--- config.mk ---
export PLATFORM = sky130hd
export DESIGN_NAME = select4_rr
export DESIGN_NICKNAME = d
export VERILOG_FILES = /design/src/rtl/select4_rr.sv
export SDC_FILE = /design/constraint.sdc
export NUM_CORES = 1
export LEC_CHECK = 0
export CORE_ASPECT_RATIO = 1.25
export CORE_MARGIN = 2
export CORE_UTILIZATION = 47
export DETAILED_ROUTE_END_ITERATION = 10
export GPL_ROUTABILITY_DRIVEN = 0
export PLACE_DENSITY = 0.72
export REMOVE_ABC_BUFFERS = 1
export SLEW_MARGIN = 10
export SYNTH_ARGS = -nofsm -noshare
export SYNTH_HDL_FRONTEND = slang
export SYNTH_SLANG_ARGS = --single-unit
--- constraint.sdc ---
create_clock -name clk -period 2.6 [get_ports clk]
set_input_delay 0.39 -clock clk [delete_from_list [all_inputs] [get_ports clk]]
set_output_delay 0.39 -clock clk [all_outputs]
set_load 0.1 [all_outputs]
--- src/rtl/select4_rr.sv ---
// Round-robin arbiter that drives sel/valid for a downstream 4:1 selector, with a bounded dwell per grant.
// Latency: a request sampled at edge t is granted at t+1. All outputs come straight from flops.
// Backpressure: the consumer ends a grant early with release_in. Grants hand over back-to-back with no idle cycle.
//
// Ports:
//   clk, rst_n  - clock; asynchronous active-low reset
//   en          - arbitration enable. Dropping it ends the live grant.
//   req[3:0]    - request lines. Bit i asks for selector input i.
//   release_in  - one-cycle pulse from the consumer that ends the current grant
//   sel[1:0]    - select index for the 4:1 selector. Holds its last value while idle.
//   valid       - sel is a live grant
//   gnt[3:0]    - one-hot copy of sel while valid, otherwise 0
//   hold_cnt    - cycles elapsed in the current grant, 0..MAX_HOLD-1
module select4_rr #(
  parameter int MAX_HOLD = 4
) (
  input  logic       clk,
  input  logic       rst_n,
  input  logic       en,
  input  logic [3:0] req,
  input  logic       release_in,
  output logic [1:0] sel,
  output logic       valid,
  output logic [3:0] gnt,
  output logic [3:0] hold_cnt
);

  typedef enum logic {
    IDLE  = 1'b0,
    GRANT = 1'b1
  } state_t;

  localparam logic [3:0] HOLD_LAST = 4'(MAX_HOLD - 1);

  state_t     state_q, state_d;
  logic [1:0] ptr_q, ptr_d;
  logic [1:0] sel_q, sel_d;
  logic       valid_q, valid_d;
  logic [3:0] gnt_q, gnt_d;
  logic [3:0] hold_q, hold_d;

  logic [1:0] pick_base;
  logic [1:0] winner;
  logic       grant_end;

  // Search ptr+1, ptr+2, ptr+3, then ptr itself. The last-granted index
  // therefore loses ties, but it still wins when it is the only requester.
  function automatic logic [1:0] rr_pick(input logic [1:0] last, input logic [3:0] r);
    logic [1:0] win;
    logic [1:0] idx;
    logic       found;
    win   = last;
    found = 1'b0;
    for (int i = 1; i <= 4; i++) begin
      idx = last + 2'(i);
      if (!found && r[idx]) begin
        win   = idx;
        found = 1'b1;
      end
    end
    return win;
  endfunction

  always_comb begin
    state_d   = state_q;
    ptr_d     = ptr_q;
    sel_d     = sel_q;
    valid_d   = valid_q;
    gnt_d     = gnt_q;
    hold_d    = hold_q;

    // A grant that is ending updates ptr to sel in the same cycle. Search
    // from sel so that the same-cycle re-arbitration already sees the new ptr.
    pick_base = (state_q == GRANT) ? sel_q : ptr_q;
    winner    = rr_pick(pick_base, req);
    grant_end = release_in || !req[sel_q] || (hold_q == HOLD_LAST) || !en;

    case (state_q)
      IDLE: begin
        if (en && (|req)) begin
          state_d = GRANT;
          sel_d   = winner;
          gnt_d   = 4'b0001 << winner;
          valid_d = 1'b1;
          hold_d  = 4'd0;
        end
      end
      GRANT: begin
        if (!grant_end) begin
          hold_d = hold_q + 4'd1;
        end else begin
          ptr_d = sel_q;
          if (en && (|req)) begin
            sel_d   = winner;
            gnt_d   = 4'b0001 << winner;
            valid_d = 1'b1;
            hold_d  = 4'd0;
          end else begin
            // sel is left alone so the selector input does not move while idle.
            state_d = IDLE;
            valid_d = 1'b0;
            gnt_d   = 4'd0;
            hold_d  = 4'd0;
          end
        end
      end
      default: begin
        state_d = IDLE;
        valid_d = 1'b0;
        gnt_d   = 4'd0;
        hold_d  = 4'd0;
      end
    endcase
  end

  // ptr resets to 3 so that index 0 has first priority.
  always_ff @(posedge clk or negedge rst_n) begin
    if (!rst_n) begin
      state_q <= IDLE;
      ptr_q   <= 2'd3;
      sel_q   <= 2'd0;
      valid_q <= 1'b0;
      gnt_q   <= 4'd0;
      hold_q  <= 4'd0;
    end else begin
      state_q <= state_d;
      ptr_q   <= ptr_d;
      sel_q   <= sel_d;
      valid_q <= valid_d;
      gnt_q   <= gnt_d;
      hold_q  <= hold_d;
    end
  end

  assign sel      = sel_q;
  assign valid    = valid_q;
  assign gnt      = gnt_q;
  assign hold_cnt = hold_q;

endmodule
## Word level (Yosys, flattened, before mapping)

Index checks and enable logic that the tools add are counted.

| word-level totals | value |
|---|---|
| register bits after elaboration | 14 |
| input bits | 8 |
| output and inout port bits | 11 |

| operators by class | value |
|---|---|
| add/sub/neg operators | 4 |
| order comparisons | 5 |
| equality and inequality tests | 3 |
| shift-type cells | 1 |
| muxes and demuxes | 34 |
| bitwise logic cells | 1 |
| reduce and logical (&&, ||, !) cells | 15 |

Operators with widths:

| operator | number |
|---|---|
| $mux 4 | 5 |
| $pmux 4 s2 | 2 |
| $lt 2x3->1 const B | 5 |
| $mux 2 | 7 |
| $mux 1 | 12 |
| $bmux 1 s2 | 5 |
| $logic_not 1->1 | 5 |
| $add 2x2->2 const B | 2 |
| $add 4x1->4 const B | 1 |
| $eq 4x2->1 const B | 1 |
| $logic_and 1x1->1 | 4 |
| $pmux 1 s2 | 2 |
| $pmux 2 s2 | 1 |
| $reduce_and 2->1 | 2 |
| $reduce_or 4->1 | 1 |
| $shl 1x2->4 const A | 1 |
| $logic_or 1x1->1 | 3 |
| $add 2x1->2 const B | 1 |
| $ne 2x1->1 const B | 1 |
| $ne 2x2->1 const B | 1 |
| $not 1->1 | 1 |

## Longest topological paths before layout

Gate-level depths: netlist of the first run.

| logic depth | value |
|---|---|
| word-level depth | 18 |
| mapped depth | 5 |
| depth with buffers taken out | 5 |

## Worst setup path after synthesis of the first run

OpenSTA, ideal clock, no wires.

| timing | value |
|---|---|
| kind | register to register |
| start point | reg hold_q[0] (netlist: hold_cnt[0]) |
| end point | reg gnt_q[2] (netlist: gnt[2]) |
| arrival | 2.417 ns |
| setup slack | 0.116 ns |
| cell stages (with the launch flop) | 6 |
| path buffers | 0 |
| clock period less this slack | 2.484 ns |
| cells stage by stage | dfrtp_1 -> ha_1 -> or3b_2 -> a41o_4 -> a211oi_4 -> a22o_2 |

| between the ends | value |
|---|---|
| word-level cells in the longest chain between the ends | 5 |

RTL lines:

| element | RTL line | RTL |
|---|---|---|
| start: declaration | 40 | `logic [3:0] hold_q, hold_d;` |
| start signal: assignment | 131 | `hold_q <= hold_d;` |
| $eq 4x2->1 | 76 | `grant_end = release_in \|\| !req[sel_q] \|\| (hold_q == HOLD_LAST) \|\| !en;` |
| $logic_or 1x1->1 (2 in a row) | 76 |  |
| $ne 2x1->1 (no source line) | n/a |  |
| $reduce_and 2->1 (no source line) | n/a |  |
| end signal: assignment | 130 | `gnt_q <= gnt_d;` |
| end: declaration | 39 | `logic [3:0] gnt_q, gnt_d;` |

Every way passes these cells.
A chain may end at the register's enable or synchronous reset.

## Worst setup path after layout of the first run

| timing | value |
|---|---|
| start point | in req[3] |
| end point | reg gnt_q[1] (netlist: gnt[1]) |

| between the ends | value |
|---|---|
| word-level cells in the longest chain between the ends | 16 |

RTL lines:

| element | RTL line | RTL |
|---|---|---|
| start: declaration | 20 | `input logic [3:0] req,` |
| $bmux 1 s2 | 56 | `if (!found && r[idx]) begin` |
| $mux 1 (implied by the code) | 56 |  |
| $mux 1 | 56 |  |
| $logic_not 1->1 | 56 |  |
| $logic_and 1x1->1 | 56 |  |
| $mux 1 | 56 |  |
| $logic_not 1->1 | 56 |  |
| $logic_and 1x1->1 | 56 |  |
| $mux 1 | 56 |  |
| $logic_not 1->1 | 56 |  |
| $logic_and 1x1->1 | 56 |  |
| $mux 2 | 56 |  |
| $shl 1x2->4 | 83, 95 |  |
| $mux 4 | 93 | `if (en && (\|req)) begin` |
| $mux 4 | 89 | `if (!grant_end) begin` |
| $pmux 4 s2 | 78 | `case (state_q)` |

Several ways; a longest one is shown, not always the timed one. The select of a mux whose other input is x is not followed.

==> results of run 1 <==
## registers in the layout, summed over array words and instances, names as in the netlist
| name | count |
|---|---|
| gnt | 4 |
| hold_cnt | 4 |
| ptr_q | 2 |
| sel | 2 |
| state_q | 1 |
| valid | 1 |
## metal layers
layer | global-route usage | up-vias | wire, µm
met5 | 0 | - | 0
met4 | 0.0500 | 0 | 13
met2 | 0.318 | 16 | 859
li1 | - | 306 | -
met3 | 0.0398 | 2 | 71
met1 | 0.273 | 322 | 736
## report_power, final
group          switching (W)  internal (W)
clock network      0.0000727     0.0000852
registers          0.0000574      0.000286
logic               0.000444      0.000187
## kinds of logic after synthesis
group                    Yosys count  share of synthesized area
AO/OA/AOI/OAI                     25                      0.287
AND/OR/NAND/NOR                   14                     0.0952
flip-flops                        14                      0.440
multiplexers                       8                      0.123
buffers and inverters              6                     0.0390
adder cells (fa/ha/maj)            1                     0.0156
## path summary, 6_finish.rpt
kind / slack (ps) / cells after the start / end / startpoint
max: 540 / 5 / gnt[1]$_DFFE_PN0P_ / req[3]
min reg2reg: 520 / 1 / gnt[3]$_DFFE_PN0P_ / gnt[3]$_DFFE_PN0P_
min in group clk: 520 / 1 / gnt[3]$_DFFE_PN0P_ / gnt[3]$_DFFE_PN0P_
max reg2reg: 550 / 4 / gnt[2]$_DFFE_PN0P_ / state_q$_DFF_PN0_
max in group asynchronous: 1720 / 1 / hold_cnt[2]$_DFFE_PN0P_ / rst_n
min: 490 / 1 / hold_cnt[1]$_DFFE_PN0P_ / rst_n
## cells in the final DEF (no fill, tap or decap), types with 2 or more instances in the layout
cell type	instances
dfrtp_1	12
clkbuf_4	3
a21o_2	2
nor3b_1	2
nand2_1	3
nor2_1	2
a22o_1	3
mux2_2	5
a211oi_1	2
buf_4	11
inv_1	4
a21o_1	2
dfstp_2	2
a22o_2	2
clkdlybuf4s50_1	7
mux2i_1	2
o21ai_0	5
nand3_1	3
## stage by stage
stage                util  power (W)  instance area (µm²)
global placement    0.608   0.000969                  961
floorplan               -   0.000838                  786
global route        0.631    0.00119                  997
CTS                 0.631    0.00114                  997
finish              0.631    0.00113                  997
detailed placement  0.608   0.000981                  961
## worst reg2reg max path, stage by stage (launching register included)
cell and delay [ps]:
dfrtp_1 510, mux2i_1 500, mux2_2 410, o221a_2 280, a22o_2 240
## final cells by class
cell class	instances	area, µm²	share of cell area
Clock buffer	4	36.3	0.0364
Inverter	4	15.0	0.0151
Sequential cell	14	353	0.354
Multi-Input combinational cell	48	418	0.419
Timing Repair Buffer	18	153	0.153
Tap cell	18	22.5	0.0226
==> impl_metrics.yaml, run 1 <==
run_status:
  status: "finished clean"
clock_tree:
  htreeDepth: 1
  cts_tree: "done"
  root_buffer: "clkbuf_4"
  path_clk_slew_ps: 90
  clockBufferDepth: 2
  cts.sinks: 14
  post_cts_resized: 0
  post_cts_buffers: 0
  clkLatencyLatePin_ps: 280
  cts_buffers: 3
  ctsHoldBuffers: 0
synthesis:
  synth_edf_count: 0
  syn_inst: 68
  synthTopCellsByArea: "dfrtp_1 37%, mux2_2 7.0%, dfstp_2 6.6%, a22o_1 3.3%, o21ai_0 3.1%"
  synth_top_area_cell: "dfrtp_1"
  async_flop_share: 1.00
  synthesis.area_um2: 802
  yosys_warnings: 0
  ys.flop_type: "dfrtp_1"
  synth.distinct_cells: 32
  yosysTopAreaCellShare: 0.374
  seq_area_frac_synth: 0.440
  synth_common_cells: "12 x dfrtp_1, 5 x mux2_2, 5 x o21ai_0, 4 x inv_1"
  ys_ff_latch: 14
  syn_avg_cell_area_um2: 11.8
  synth_most_common_cell: "dfrtp_1"
die:
  die_h_um: 50.2
  boundaryPins: 19
  core_area_um2: 1580
  initial_core_util: 0.507
  die_x_um: 40.9
  fp-row-count: 16
  fp.dieArea_um2: 2050
setup_path:
  startpoint_type: "input port"
  crit_type: "input port to flip-flop"
  path_cells: "clkdlybuf4s50_1, mux4_2, nand4_1, nand2_1, a22o_1"
  endpoint_kind: "flip-flop"
  path_delay_family: "multiplexers"
  critPathMaxFanout: 8
  path_buf_inv: 1
  arrival_ps: 2240
  slowest_stage: "mux4_2"
  crit_path_max_incr_delay_ps: 560
  cp.required_ps: 2780
sta:
  period_share: 0.792
  maxSlewViolCount: 0
  fin_ws_ps: 540
  tightest_slew_ps: 612
  clock-skew-final_ps: 1.61
  whs_ps: 488
  fin_crit_ps: 2060
  relSlewSlack: 0.590
  setup-tns-final_ps: 0
  setup_viol: 0
  rsz0062_at_grt: "false"
  hold_violations: 0
  fmaxAchievable_ghz: 0.486
placed_design:
  dp_cells: 102
  post-dp-hpwl_mm: 1.35
  dp_slack_ps: 228
  port-buffer-count: 18
power_and_ir_drop:
  leakagePower_nw: 0.468
  peakVddDrop_mv: 0.954
  power_density_nw_per_um2: 1140
global_routing:
  grt-ovfl-total: 0
  track_usage: 0.201
  grt_max_degree: 15
  antenna_found_initial: 0
  grt_pass1_wl_mm: 2.86
  grt_pass1_vias: 642
min_path:
  hp-class: "input port to async pin"
detailed_routing:
  wl_per_cell_um: 15.8
  wl_mm: 1.68
  post-route-drc-count: 0
  antenna_left: 0
  viasPerCell: 6.09
  firstDrtPassIters: 4
  vias: 646
  drt_iter0_markers: 4
finish:
  fill_cells: 135
  nets: 98
  instances_no_fill: 106
  area_growth_pct: 24.3
  drive_above_1_share: 0.375
  diodes: 0
flow_run:
  max-cap-violations: 0
(Power assumes the default switching activity.)
==> inputs of run 2 (changes only) <==
CORE_UTILIZATION = 43   (was 47)
PLACE_DENSITY = 0.69   (was 0.72)
clock period = 1.85 ns   (was 2.6 ns; I/O delays follow)
==> run 2 against run 1 <==
Compared with the run above: non-clock buffer count up 13; sequential share of layout area down 5.1 points; routed wire length up 4.8%; cell area up 17%; first-iteration DRC count unchanged; worst hold slack worse by 100 ps; register-to-register slack worse by 460 ps; final cell count up 13%; setup slack worse by 450 ps; count of clock-buffer cells in the layout unchanged; clock skew down 0.77 ps.
==> impl_metrics.yaml, run 2 (synthesis results as in run 1) <==
run_status:
  status: "finished clean"
sta:
  clock-skew-final_ps: 0.840
  tightest_slew_ps: 621
  maxSlewViolCount: 0
  fin_crit_ps: 1760
  fmaxAchievable_ghz: 0.569
  hold_violations: 0
  setup_viol: 0
  rsz0062_at_grt: "true"
  relSlewSlack: 0.585
  fin_ws_ps: 93.3
  setup-tns-final_ps: 0
  period_share: 0.950
clock_tree:
  path_clk_slew_ps: 80
  clockBufferDepth: 2
  ctsHoldBuffers: 0
  htreeDepth: 1
  cts_tree: "done"
  root_buffer: "clkbuf_4"
  clkLatencyLatePin_ps: 270
  cts.sinks: 14
  cts_buffers: 3
placed_design:
  post-dp-hpwl_mm: 1.42
  dpl_cell_area_um2: 1090
  port-buffer-count: 18
  dp_slack_ps: -162
  dp_cells: 115
detailed_routing:
  post-route-drc-count: 0
  drt_iter0_markers: 4
  vias: 660
  wl_mm: 1.76
  antenna_left: 0
  viasPerCell: 5.50
  wl_per_cell_um: 14.7
  firstDrtPassIters: 4
global_routing:
  grt_max_degree: 15
  grt_pass1_vias: 675
  grt-ovfl-total: 0
  grt_pass1_wl_mm: 3.16
  track_usage: 0.189
  antenna_found_initial: 0
setup_path:
  ff2ff_path_depth: 4
  critPathCapture: "gnt[0]$_DFFE_PN0P_"
  arrival_ps: 1970
  cp.required_ps: 2070
  crit_type: "flip-flop to flip-flop"
  crit_path_start: "sel[0]$_DFFE_PN0P_"
  endpoint_kind: "flip-flop"
  ff2ff_setup_slack_ps: 90
  r2r-start: "sel[0]$_DFFE_PN0P_"
  startpoint_type: "flip-flop"
  critPathMaxFanout: 6
  reg2reg_to: "gnt[0]$_DFFE_PN0P_"
die:
  die_x_um: 42.6
  boundaryPins: 19
  core_area_um2: 1770
  die_h_um: 52.3
  fp-row-count: 17
  fp.dieArea_um2: 2230
  initial_core_util: 0.454
power_and_ir_drop:
  pwr-share-seq: 0.274
  peakVddDrop_mv: 1.06
  p_switching_w: 0.000845
  leakagePower_nw: 0.546
  p_sw_frac: 0.484
  internal_power_w: 0.000902
  power_density_nw_per_um2: 1490
  p_clk_frac: 0.125
  total_power_w: 0.00175
  power_frac_comb: 0.601
finish:
  area_growth_pct: 45.7
  diodes: 0
  multi_input_area_um2: 452
  drive_above_1_share: 0.495
  stdcell_area_um2: 1170
  final_common_cell: "buf_4"
  layout.area.seq_um2: 354
  layout_common_cells: "21 x buf_4, 11 x dfrtp_1, 7 x clkdlybuf4s50_1, 5 x o21ai_0, 5 x mux2_2"
  fill_cells: 139
  nets: 111
  instances_no_fill: 120
flow_run:
  max-cap-violations: 0
min_path:
  hp-class: "input port to async pin"
## run 2: worst min-delay path by stage
stage | from | to | slack [ps]
2_1_floorplan | rst_n | gnt[0]$_DFFE_PN0P_ | -20
3_3_place_gp | valid$_DFFE_PN0P_ | valid$_DFFE_PN0P_ | 490
3_5_place_dp | gnt[3]$_DFFE_PN0P_ | gnt[3]$_DFFE_PN0P_ | 500
4_1_cts | rst_n | hold_cnt[1]$_DFFE_PN0P_ | 400
5_1_grt | rst_n | hold_cnt[1]$_DFFE_PN0P_ | 420
6_report | rst_n | hold_cnt[1]$_DFFE_PN0P_ | 380
## run 2: metal layers
layer | global-route usage | part of all wire | vias to the layer above
li1 | - | - | 330
met1 | 0.227 | 0.43 | 319
met2 | 0.331 | 0.54 | 11
met3 | 0.0414 | 0.031 | 0
met4 | 0.0625 | 0 | 0
met5 | 0 | 0 | -
## run 2: critical path, stage by stage (launching register included)
cell,delay (ps)
dfrtp_2,430
mux4_2,570
a41o_4,300
a211oi_4,240
a22o_1,160
## run 2: stage by stage
step	hold slack, ps	util
after floorplan	-18.1	-
after global placement	488	0.617
after detailed placement	496	0.617
after CTS	398	0.638
after global routing	415	0.662
final	385	0.662
## run 2: cell type report
type | count | share of cell area
repair buffers | 31 | 0.246
well taps | 19 | 0.0203
multi-input cells | 48 | 0.387
clock buffers | 4 | 0.0310
inverters | 4 | 0.0128
flip-flops and latches | 14 | 0.303
## run 2: power groups by stage
stage,sequential (W),combinational [W],clock (W)
2_1_floorplan,0.000884,0.000294,0
3_3_place_gp,0.000477,0.00102,0
3_5_place_dp,0.000477,0.00103,0
4_1_cts,0.000476,0.00103,0.000228
5_1_grt,0.000496,0.00110,0.000244
6_report,0.000479,0.00105,0.000218
## run 2: timing repair
item | in CTS | in global routing
buffers inserted | 0 | 1
gates resized for setup | 0 | 7
setup endpoints to repair | 0 | 8
